--- config.mk ---
export PLATFORM = sky130hd
export DESIGN_NAME = fifo_param
export DESIGN_NICKNAME = d
export VERILOG_FILES = /design/src/rtl/fifo_pkg.sv /design/src/rtl/fifo_mem.sv /design/src/rtl/fifo_param.sv
export SDC_FILE = /design/constraint.sdc
export NUM_CORES = 1
export LEC_CHECK = 0
export BUFFER_PORTS_ARGS = -buffer_cell sky130_fd_sc_hd__clkbuf_2
export CORE_ASPECT_RATIO = 0.5
export CORE_MARGIN = 2
export CORE_UTILIZATION = 60
export DETAILED_ROUTE_END_ITERATION = 12
export GPL_TIMING_DRIVEN = 0
export PLACE_DENSITY = 0.78
export SLEW_MARGIN = 20
export SYNTH_ARGS = -nofsm -noshare
export SYNTH_HDL_FRONTEND = slang
export SYNTH_SLANG_ARGS = --single-unit
--- constraint.sdc ---
create_clock -name clk -period 2.9 [get_ports clk]
set_input_delay 0.87 -clock clk [delete_from_list [all_inputs] [get_ports clk]]
set_output_delay 0.87 -clock clk [all_outputs]
set_load 0.005 [all_outputs]
--- src/rtl/fifo_pkg.sv ---
// Shared types and helpers for the parametrised FIFO.
// Latency: none (package only).
// Backpressure: not applicable.
package fifo_pkg;

    typedef enum logic {
        MODE_STD  = 1'b0,
        MODE_FWFT = 1'b1
    } read_mode_e;

    // One extra pointer bit separates a full FIFO from an empty one.
    function automatic int ptr_w(input int depth);
        return $clog2(depth) + 1;
    endfunction

endpackage

--- src/rtl/fifo_mem.sv ---
// Simple dual-port storage array: synchronous write, asynchronous read, no reset.
// Latency: a write is visible on rd_data the cycle after its edge.
// Backpressure: none; the caller gates wr_en.
module fifo_mem #(
    parameter int DATA_WIDTH = 8,
    parameter int DEPTH      = 16
) (
    input  logic                         clk,
    input  logic                         wr_en,
    input  logic [$clog2(DEPTH)-1:0]     wr_addr,
    input  logic [DATA_WIDTH-1:0]        wr_data,
    input  logic [$clog2(DEPTH)-1:0]     rd_addr,
    output logic [DATA_WIDTH-1:0]        rd_data
);

    logic [DATA_WIDTH-1:0] mem_q [DEPTH];

    always_ff @(posedge clk) begin
        if (wr_en) begin
            mem_q[wr_addr] <= wr_data;
        end
    end

    assign rd_data = mem_q[rd_addr];

endmodule

--- src/rtl/fifo_param.sv ---
// Parametrised synchronous FIFO with thresholds, occupancy count, sticky errors and optional FWFT.
// Latency: flags 1 cycle after a write/read edge; FWFT=0 data_out 1 cycle after rd_en edge.
// Backpressure: writes while full and reads while empty are dropped and flagged, never stalled.
module fifo_param
    import fifo_pkg::*;
#(
    parameter int DATA_WIDTH = 8,
    parameter int DEPTH      = 16,
    parameter int AF_THRESH  = DEPTH - 2,
    parameter int AE_THRESH  = 2,
    parameter int FWFT       = 0
) (
    input  logic                       clk,
    input  logic                       rst,
    input  logic                       wr_en,
    input  logic [DATA_WIDTH-1:0]      data_in,
    input  logic                       rd_en,
    input  logic                       clr_err,
    output logic [DATA_WIDTH-1:0]      data_out,
    output logic                       full,
    output logic                       empty,
    output logic                       almost_full,
    output logic                       almost_empty,
    output logic [$clog2(DEPTH):0]     count,
    output logic                       overflow,
    output logic                       underflow
);

    localparam int                PW    = ptr_w(DEPTH);
    localparam int                AW    = PW - 1;
    localparam read_mode_e        MODE  = (FWFT != 0) ? MODE_FWFT : MODE_STD;
    localparam logic [PW-1:0]     AF_TH = PW'(AF_THRESH);
    localparam logic [PW-1:0]     AE_TH = PW'(AE_THRESH);

    if ((DEPTH < 2) || ((DEPTH & (DEPTH - 1)) != 0)) begin : g_bad_depth
        $error("fifo_param: DEPTH must be a power of two and at least 2");
    end
    if (!((AE_THRESH < AF_THRESH) && (AF_THRESH <= DEPTH))) begin : g_bad_thresh
        $error("fifo_param: thresholds must satisfy AE_THRESH < AF_THRESH <= DEPTH");
    end

    logic [PW-1:0]         wr_ptr_q, wr_ptr_d;
    logic [PW-1:0]         rd_ptr_q, rd_ptr_d;
    logic                  overflow_q, overflow_d;
    logic                  underflow_q, underflow_d;
    logic                  wr_acc, rd_acc;
    logic [DATA_WIDTH-1:0] mem_rd;

    // Flags come only from registered pointers, so no path from wr_en/rd_en.
    assign count        = wr_ptr_q - rd_ptr_q;
    assign empty        = (wr_ptr_q == rd_ptr_q);
    assign full         = (wr_ptr_q[PW-1] != rd_ptr_q[PW-1]) &&
                          (wr_ptr_q[AW-1:0] == rd_ptr_q[AW-1:0]);
    assign almost_full  = (count >= AF_TH);
    assign almost_empty = (count <= AE_TH);
    assign overflow     = overflow_q;
    assign underflow    = underflow_q;

    assign wr_acc = wr_en && !full;
    assign rd_acc = rd_en && !empty;

    always_comb begin
        wr_ptr_d    = wr_ptr_q + {{(PW-1){1'b0}}, wr_acc};
        rd_ptr_d    = rd_ptr_q + {{(PW-1){1'b0}}, rd_acc};
        overflow_d  = overflow_q;
        underflow_d = underflow_q;
        if (wr_en && full) begin
            overflow_d = 1'b1;
        end else if (clr_err) begin
            overflow_d = 1'b0;
        end
        if (rd_en && empty) begin
            underflow_d = 1'b1;
        end else if (clr_err) begin
            underflow_d = 1'b0;
        end
    end

    always_ff @(posedge clk or posedge rst) begin
        if (rst) begin
            wr_ptr_q    <= '0;
            rd_ptr_q    <= '0;
            overflow_q  <= 1'b0;
            underflow_q <= 1'b0;
        end else begin
            wr_ptr_q    <= wr_ptr_d;
            rd_ptr_q    <= rd_ptr_d;
            overflow_q  <= overflow_d;
            underflow_q <= underflow_d;
        end
    end

    fifo_mem #(
        .DATA_WIDTH (DATA_WIDTH),
        .DEPTH      (DEPTH)
    ) u_mem (
        .clk     (clk),
        .wr_en   (wr_acc),
        .wr_addr (wr_ptr_q[AW-1:0]),
        .wr_data (data_in),
        .rd_addr (rd_ptr_q[AW-1:0]),
        .rd_data (mem_rd)
    );

    if (MODE == MODE_FWFT) begin : g_fwft
        // Masking while empty keeps the output at zero out of reset instead of stale RAM.
        assign data_out = empty ? '0 : mem_rd;
    end else begin : g_std
        logic [DATA_WIDTH-1:0] dout_q, dout_d;

        always_comb begin
            dout_d = dout_q;
            if (rd_acc) begin
                dout_d = mem_rd;
            end
        end

        always_ff @(posedge clk or posedge rst) begin
            if (rst) begin
                dout_q <= '0;
            end else begin
                dout_q <= dout_d;
            end
        end

        assign data_out = dout_q;
    end

endmodule

==> results of run 1 <==
## cell type report
| class | instances | area share, % |
|---|---|---|
| plain buffers | 13 | 1.70 |
| clock buffers | 18 | 6.03 |
| clock inverters | 14 | 2.27 |
| inverters | 10 | 0.685 |
| multi-input cells | 184 | 22.4 |
| flip-flops and latches | 148 | 61.1 |
| well taps | 135 | 2.37 |
| repair buffers | 43 | 3.44 |
## worst min-delay path by stage
stage / end / cells past startpoint / startpoint / slack [ns]
floorplan: overflow / 2 / overflow / 0.51
global placement: overflow / 2 / overflow / 0.50
CTS: overflow / 2 / overflow / 0.52
finish: overflow / 2 / overflow / 0.52
global route: overflow / 2 / overflow / 0.55
detailed placement: overflow / 2 / overflow / 0.51
## worst max-delay path, cell delays in order (launching register included)
cell and delay (ns):
dfrtp_1 0.39, inv_2 0.09, ha_4 0.14, inv_2 0.04, fa_2 0.39, a21o_1 0.18, a21oi_2 0.19, xnor2_2 0.11
a41o_1 0.23, clkbuf_2 0.12
## power by group through the flow
stage | logic, mW | clock network [mW] | registers (mW)
floorplan | 1.78 | 0 | 2.82
global placement | 2.47 | 0 | 2.83
detailed placement | 2.60 | 0 | 2.85
CTS | 2.95 | 2.18 | 2.82
global route | 3.23 | 2.26 | 2.87
finish | 3.05 | 2.17 | 2.83
## per-layer routing
layer / track usage (%) / wire (um) / vias up
met5: 0 / 0 / -
met4: 9.69 / 136 / 0
met3: 5.82 / 1080 / 18
met2: 43.0 / 6550 / 159
met1: 33.4 / 5350 / 1765
li1: - / - / 1526
## synth_stat cells (2+ instances only)
cell	n
buf_6	5
dfrtp_1	20
buf_2	2
xnor2_1	5
o22ai_1	15
nand3_1	7
xor2_1	4
edfxtp_1	128
nor3_2	2
inv_1	9
a21o_1	2
or3_4	2
a221oi_1	8
o21ai_1	11
a31oi_1	8
nand2_1	3
buf_4	2
ha_1	8
nand2b_1	2
nor3_1	2
mux4_2	8
clkbuf_1	3
nor2b_1	2
nor2_1	31
mux2i_1	48
## registers in the layout, summed over array words and instances (netlist names)
register / flops
underflow: 1
u_mem.mem_q: 128
wr_ptr_q: 5
data_out: 8
overflow: 1
rd_ptr_q: 5
## stage by stage
step | std cells | setup TNS (ns)
floorplan | 357 | 0
global placement | 523 | -9.56
detailed placement | 523 | -13.69
CTS | 563 | -0.663
global route | 565 | -0.949
finish | 565 | -0.714
## what timing repair did
item | 4_1_cts | 5_1_grt
resized for setup | 25 | 5
buffers inserted | 9 | 3
pin swaps | 8 | 5
endpoints found under the setup margin | 137 | 5
## cell families after synthesis
family	synth area share (%)
XOR/XNOR	1.58
flip-flops	72.1
multiplexers	11.0
AO/OA/AOI/OAI	5.81
adder cells (fa/ha/maj)	1.99
AND/OR/NAND/NOR	4.90
buffers and inverters	2.68
==> summary.md, run 1 <==
| Metric | Value |
|---|---|
| Status | finished, violations left |
| Failing checks | negative setup slack |
| Reg2Reg Depth | 8 |
| # nets final | 439 |
| Drt wl/cell | 23.2 um |
| Largest net degree at the start of global routing | 21 |
| Antenna diodes | 0 |
| Die Y | 74.9 um |
| Crit path required time | 2.03 ns |
| Final wirelength | 13100 um |
| Total track usage | 25.4% |
| Sink Count | 148 |
| Max H-tree Level | 4 |
| Via density | 6.14 |
| Post-synth ARST share | 13.5% |
| Gp weighted congestion | 0.845 |
| Critical setup path kind | reg2out |
| Final core occ | 74.1% |
| Post-Syn Area per Cell | 16.9 um2 |
| Number of max-cap violations | 0 |
| Die width | 146 um |
| Final setup violation count | 4 |
| Slew Viols, Final | 0 |
| PortBufs | 31 |
| DR vias | 3468 |
| Sequential share of the synthesized area | 72.1% |
| Multi-input gate area | 0.00160 mm2 |
| Synthesis Warnings | 0 |
| First-pass GRT wire length | 19600 um |
| TritonCTS Buffers | 17 |
| Vias in the first global route | 3468 |
| Core area | 0.00960 mm2 |
| Worst hold path type | reg2reg |
| Critical Path Sink Type | primary output |
| Crit start category | register |
| Drt first pass iters | 5 |
| P_int | 5.34 mW |
| Post-Place Cell Area | 0.00636 mm2 |
| Fin Hold WS | 0.522 ns |
| Clock root buffer | clkbuf_16 |
| R2r endpoint | u_mem.mem_q[14][2] |
| EDFF count, synth | 128 |
| Top cells by area, synth | edfxtp_1, dfrtp_1, mux2i_1, mux4_2, nor2_1 |
| Total power | 8.05 mW |
| Total grt overflow | 0 |
| F_max | 316 MHz |
| Cts hold-fix bufs | 0 |
| FF-to-FF setup slack | 0.14 ns |
| Setup Skew | 0.00529 ns |
| Mapped Cells | 357 |
| Sw Ratio | 33.6% |
| Fin crit period | 3.17 ns |
| Share of layout cells above drive strength 1 | 27.9% |
| Final hold violations | 0 |
| Synth-to-Final Area Change | 18.1% |
| RSZ-0062 raised after global routing | yes |
| Initial Util | 62.8% |
| Worst setup margin | -0.265 ns |
| DRC | 0 |
| Reg power frac | 35.1% |
| Clock latency on the worst-skew pair | 0.41 ns |
| Slew HR | 46.2% |
| Synth top area share | 63.8% |
| Area leader, netlist | edfxtp_1 |
| R2R Path Start | rd_ptr_q[3] |
| Psw | 2.71 mW |
| Peak supply drop | 0.559 mV |
| Synth Register Bits | 148 |
| Reg clk slew, reported paths | 0.06 ns |
| Power Dens Cells | 1130 mW/mm2 |
| Area occupied by registers | 0.00435 mm2 |
| Clock tree buffer depth | 2 |
| Distinct cells, synth | 45 |
| Remaining antenna violation count after routing | 0 |
| Crit path from | wr_ptr_q[0] |
| Most used DFF post-synth | edfxtp_1 |
| Fill count | 547 |
| Most common cell after layout, fill and taps aside | edfxtp_1 |
| Post-Syn Nets | 379 |
| Row count | 25 |
| Arrival time worst endpoint | 2.30 ns |
| Initial drt markers | 364 |
| Final worst-path cycle share | 109% |
| CTS tree | built |
| Initial antenna violation count | 0 |
| Post-place setup slack | -0.339 ns |
| Final HPWL DP | 8260 um |
| Post-route cell area | 0.00712 mm2 |
| Comb pwr share | 37.9% |
| Mapped Area | 0.00603 mm2 |
| CP endpoint | almost_full |
| I/O pin count | 32 |
| P_leak | 2.60 nW |
| CP Max Fanout | 3 |
| Die Footprint | 0.0109 mm2 |
| Worst slew pin tran | 0.805 ns |
| Clock Power Share | 27.0% |
| Most frequent cells in the layout | edfxtp_1, mux2i_1, nor2_1 |
Note: power is estimated with default switching activity, not from simulation.
==> run 2: changes to the inputs <==
- CELL_PAD_IN_SITES_DETAIL_PLACEMENT: unset -> 0
- CELL_PAD_IN_SITES_GLOBAL_PLACEMENT: unset -> 1
- CORE_UTILIZATION: 60 -> 52
- PLACE_DENSITY: 0.78 -> unset
- PLACE_DENSITY_LB_ADDON: unset -> 0.1
==> summary.md, run 2 (synthesis gave the netlist of run 1 again) <==
| Metric | Value |
|---|---|
| TritonCTS Buffers | 17 (unchanged) |
| Vias in the first global route | 3378 (was 3468) |
| Clock latency on the worst-skew pair | 0.42 ns (was 0.41 ns) |
| Initial antenna violation count | 0 (unchanged) |
| Via density | 5.71 (was 6.14) |
| CTS tree | built (unchanged) |
| First-pass GRT wire length | 19100 um (was 19600 um) |
| Drt first pass iters | 5 (unchanged) |
| Critical Path Sink Type | primary output (unchanged) |
| Crit path from | wr_ptr_q[0] (unchanged) |
| PortBufs | 31 (unchanged) |
| Max H-tree Level | 4 (unchanged) |
| CP Max Fanout | 3 (unchanged) |
| Drt wl/cell | 22.0 um (was 23.2 um) |
| Total track usage | 21.9% (was 25.4%) |
| I/O pin count | 32 (unchanged) |
| Sw Ratio | 32.8% (was 33.6%) |
| CP peak stage delay | 0.39 ns (about the same) |
| DR vias | 3251 (was 3468) |
| Gp weighted congestion | 0.783 (was 0.845) |
| R2R Path Start | rd_ptr_q[3] (unchanged) |
| Placed insts | 533 (was 523) |
| Die width | 156 um (was 146 um) |
| Clock tree buffer depth | 2 (unchanged) |
| Arrival time worst endpoint | 2.17 ns (was 2.30 ns) |
| Total power | 7.95 mW (was 8.05 mW) |
| Top reg by flops | u_mem.mem_q (unchanged) |
| Core area | 0.0111 mm2 (was 0.00960 mm2) |
| Remaining antenna violation count after routing | 0 (unchanged) |
| P_int | 5.34 mW (about the same) |
| Failing checks | negative setup slack (unchanged) |
| Most frequent cells in the layout | edfxtp_1, mux2i_1, nor2_1 (unchanged) |
| Worst slew pin tran | 0.854 ns (was 0.805 ns) |
| Fin cells | 569 (was 565) |
| Clock root buffer | clkbuf_16 (unchanged) |
| Synth-to-Final Area Change | 17.9% (was 18.1%) |
| F_max | 329 MHz (was 316 MHz) |
| Initial drt markers | 295 (was 364) |
| Crit path required time | 2.03 ns (about the same) |
| Critical-path cell list | inv_2 > ha_4 > inv_2 > fa_2 > a21o_1 > a21oi_2 > xnor2_2 > a41o_1 > clkbuf_2 (unchanged) |
| Largest net degree at the start of global routing | 21 (unchanged) |
| Power Dens Cells | 1120 mW/mm2 (was 1130 mW/mm2) |
| RSZ-0062 raised after global routing | yes (unchanged) |
| Antenna diodes | 0 (unchanged) |
| Clock Power Share | 27.9% (was 27.0%) |
| Die Footprint | 0.0125 mm2 (was 0.0109 mm2) |
| Final wirelength | 12500 um (was 13100 um) |
| Worst hold path type | reg2reg (unchanged) |
| Setup Skew | 0.00808 ns (was 0.00529 ns) |
| Final setup violation count | 4 (unchanged) |
| Cts hold-fix bufs | 0 (unchanged) |
| Post-place setup slack | -0.380 ns (was -0.339 ns) |
| # nets final | 434 (was 439) |
| DRC | 0 (unchanged) |
| Crit start category | register (unchanged) |
| Slew Viols, Final | 0 (unchanged) |
| P_leak | 2.58 nW (was 2.60 nW) |
| Share of layout cells above drive strength 1 | 26.4% (was 27.9%) |
| CP max-delay cell | dfrtp_1 (unchanged) |
| Reg power frac | 35.4% (was 35.1%) |
| Setup_tns | -0.356 ns (was -0.714 ns) |
| Psw | 2.61 mW (was 2.71 mW) |
| Total grt overflow | 0 (unchanged) |
| Status | finished, violations left (unchanged) |
| Most used cell, CP | inv_2 (unchanged) |
| Critical setup path kind | reg2out (unchanged) |
| Final HPWL DP | 8400 um (was 8260 um) |
| Reg clk slew, reported paths | 0.06 ns (about the same) |
| Final worst-path cycle share | 105% (was 109%) |
| Peak supply drop | 0.592 mV (was 0.559 mV) |
| Slew HR | 42.9% (was 46.2%) |
| Fin Hold WS | 0.509 ns (was 0.522 ns) |
| Initial Util | 54.1% (was 62.8%) |
| Die Y | 80.1 um (was 74.9 um) |
| Hold_sp | overflow (unchanged) |
| Number of max-cap violations | 0 (unchanged) |
| Final hold violations | 0 (unchanged) |
| Fill count | 793 (was 547) |
| Comb pwr share | 36.7% (was 37.9%) |
| Fin crit period | 3.04 ns (was 3.17 ns) |
| Most common cell after layout, fill and taps aside | edfxtp_1 (unchanged) |
| Max FFs per register | 128 (unchanged) |
| Worst setup margin | -0.143 ns (was -0.265 ns) |
| Sink Count | 148 (unchanged) |
| Row count | 27 (was 25) |
## run 2: power by group through the flow
stage | Sequential [mW] | Clock [mW] | Combinational (mW)
global route | 2.85 | 2.33 | 3.18
floorplan | 2.82 | 0 | 1.78
finish | 2.82 | 2.22 | 2.92
global placement | 2.84 | 0 | 2.52
CTS | 2.81 | 2.24 | 2.93
detailed placement | 2.86 | 0 | 2.59
## run 2: critical path: cells and delay by family, from the launching register on
family,cells,cell delay (ns)
buffers and inverters,3,0.22
adders and majority gates,2,0.48
DFF,1,0.39
AOI/OAI and AO/OA,3,0.57
xor gates and xnor gates,1,0.10
## run 2: cell type report
| type | count | area, um2 | area share (%) |
|---|---|---|---|
| Sequential cell | 148 | 4350 | 61.2 |
| Multi-Input combinational cell | 184 | 1600 | 22.4 |
| Clock buffer | 17 | 425 | 5.98 |
| Timing Repair Buffer | 38 | 214 | 3.01 |
| Tap cell | 145 | 181 | 2.55 |
| Clock inverter | 14 | 178 | 2.50 |
| Buffer | 13 | 121 | 1.71 |
| Inverter | 10 | 46.3 | 0.651 |
## run 2: final timing paths
| check | end | slack [ns] | depth (start not counted) |
|---|---|---|---|
| max in group asynchronous | rd_ptr_q[1] | 1.76 | 2 |
| setup / recovery | almost_full | -0.14 | 9 |
| hold / removal | overflow | 0.51 | 2 |
| setup reg to reg | u_mem.mem_q[5][3] | 0.18 | 7 |
| hold reg to reg | overflow | 0.51 | 2 |
| min in group asynchronous | overflow | 0.58 | 2 |
## run 2: routing by layer
layer / up-vias / track usage [%] / part of all wire, %
li1: 1506 / - / -
met4: 0 / 7.34 / 1.3
met2: 102 / 34.8 / 47
met5: - / 0 / 0
met1: 1630 / 30.0 / 42
met3: 13 / 5.61 / 9.5
## run 2: what timing repair did
| item | in CTS | in global routing |
|---|---|---|
| gates cloned | 0 | 0 |
| buffers inserted | 7 | 0 |
| resized for setup | 22 | 4 |
| endpoints found under the setup margin | 137 | 4 |
| pin swaps | 3 | 0 |
## run 2: per-stage QoR
| step | area (um2) | util (%) |
|---|---|---|
| floorplan | 6030 | - |
| global placement | 6360 | 57.1 |
| detailed placement | 6370 | 57.2 |
| CTS | 7120 | 63.8 |
| global route | 7110 | 63.8 |
| finish | 7110 | 63.8 |
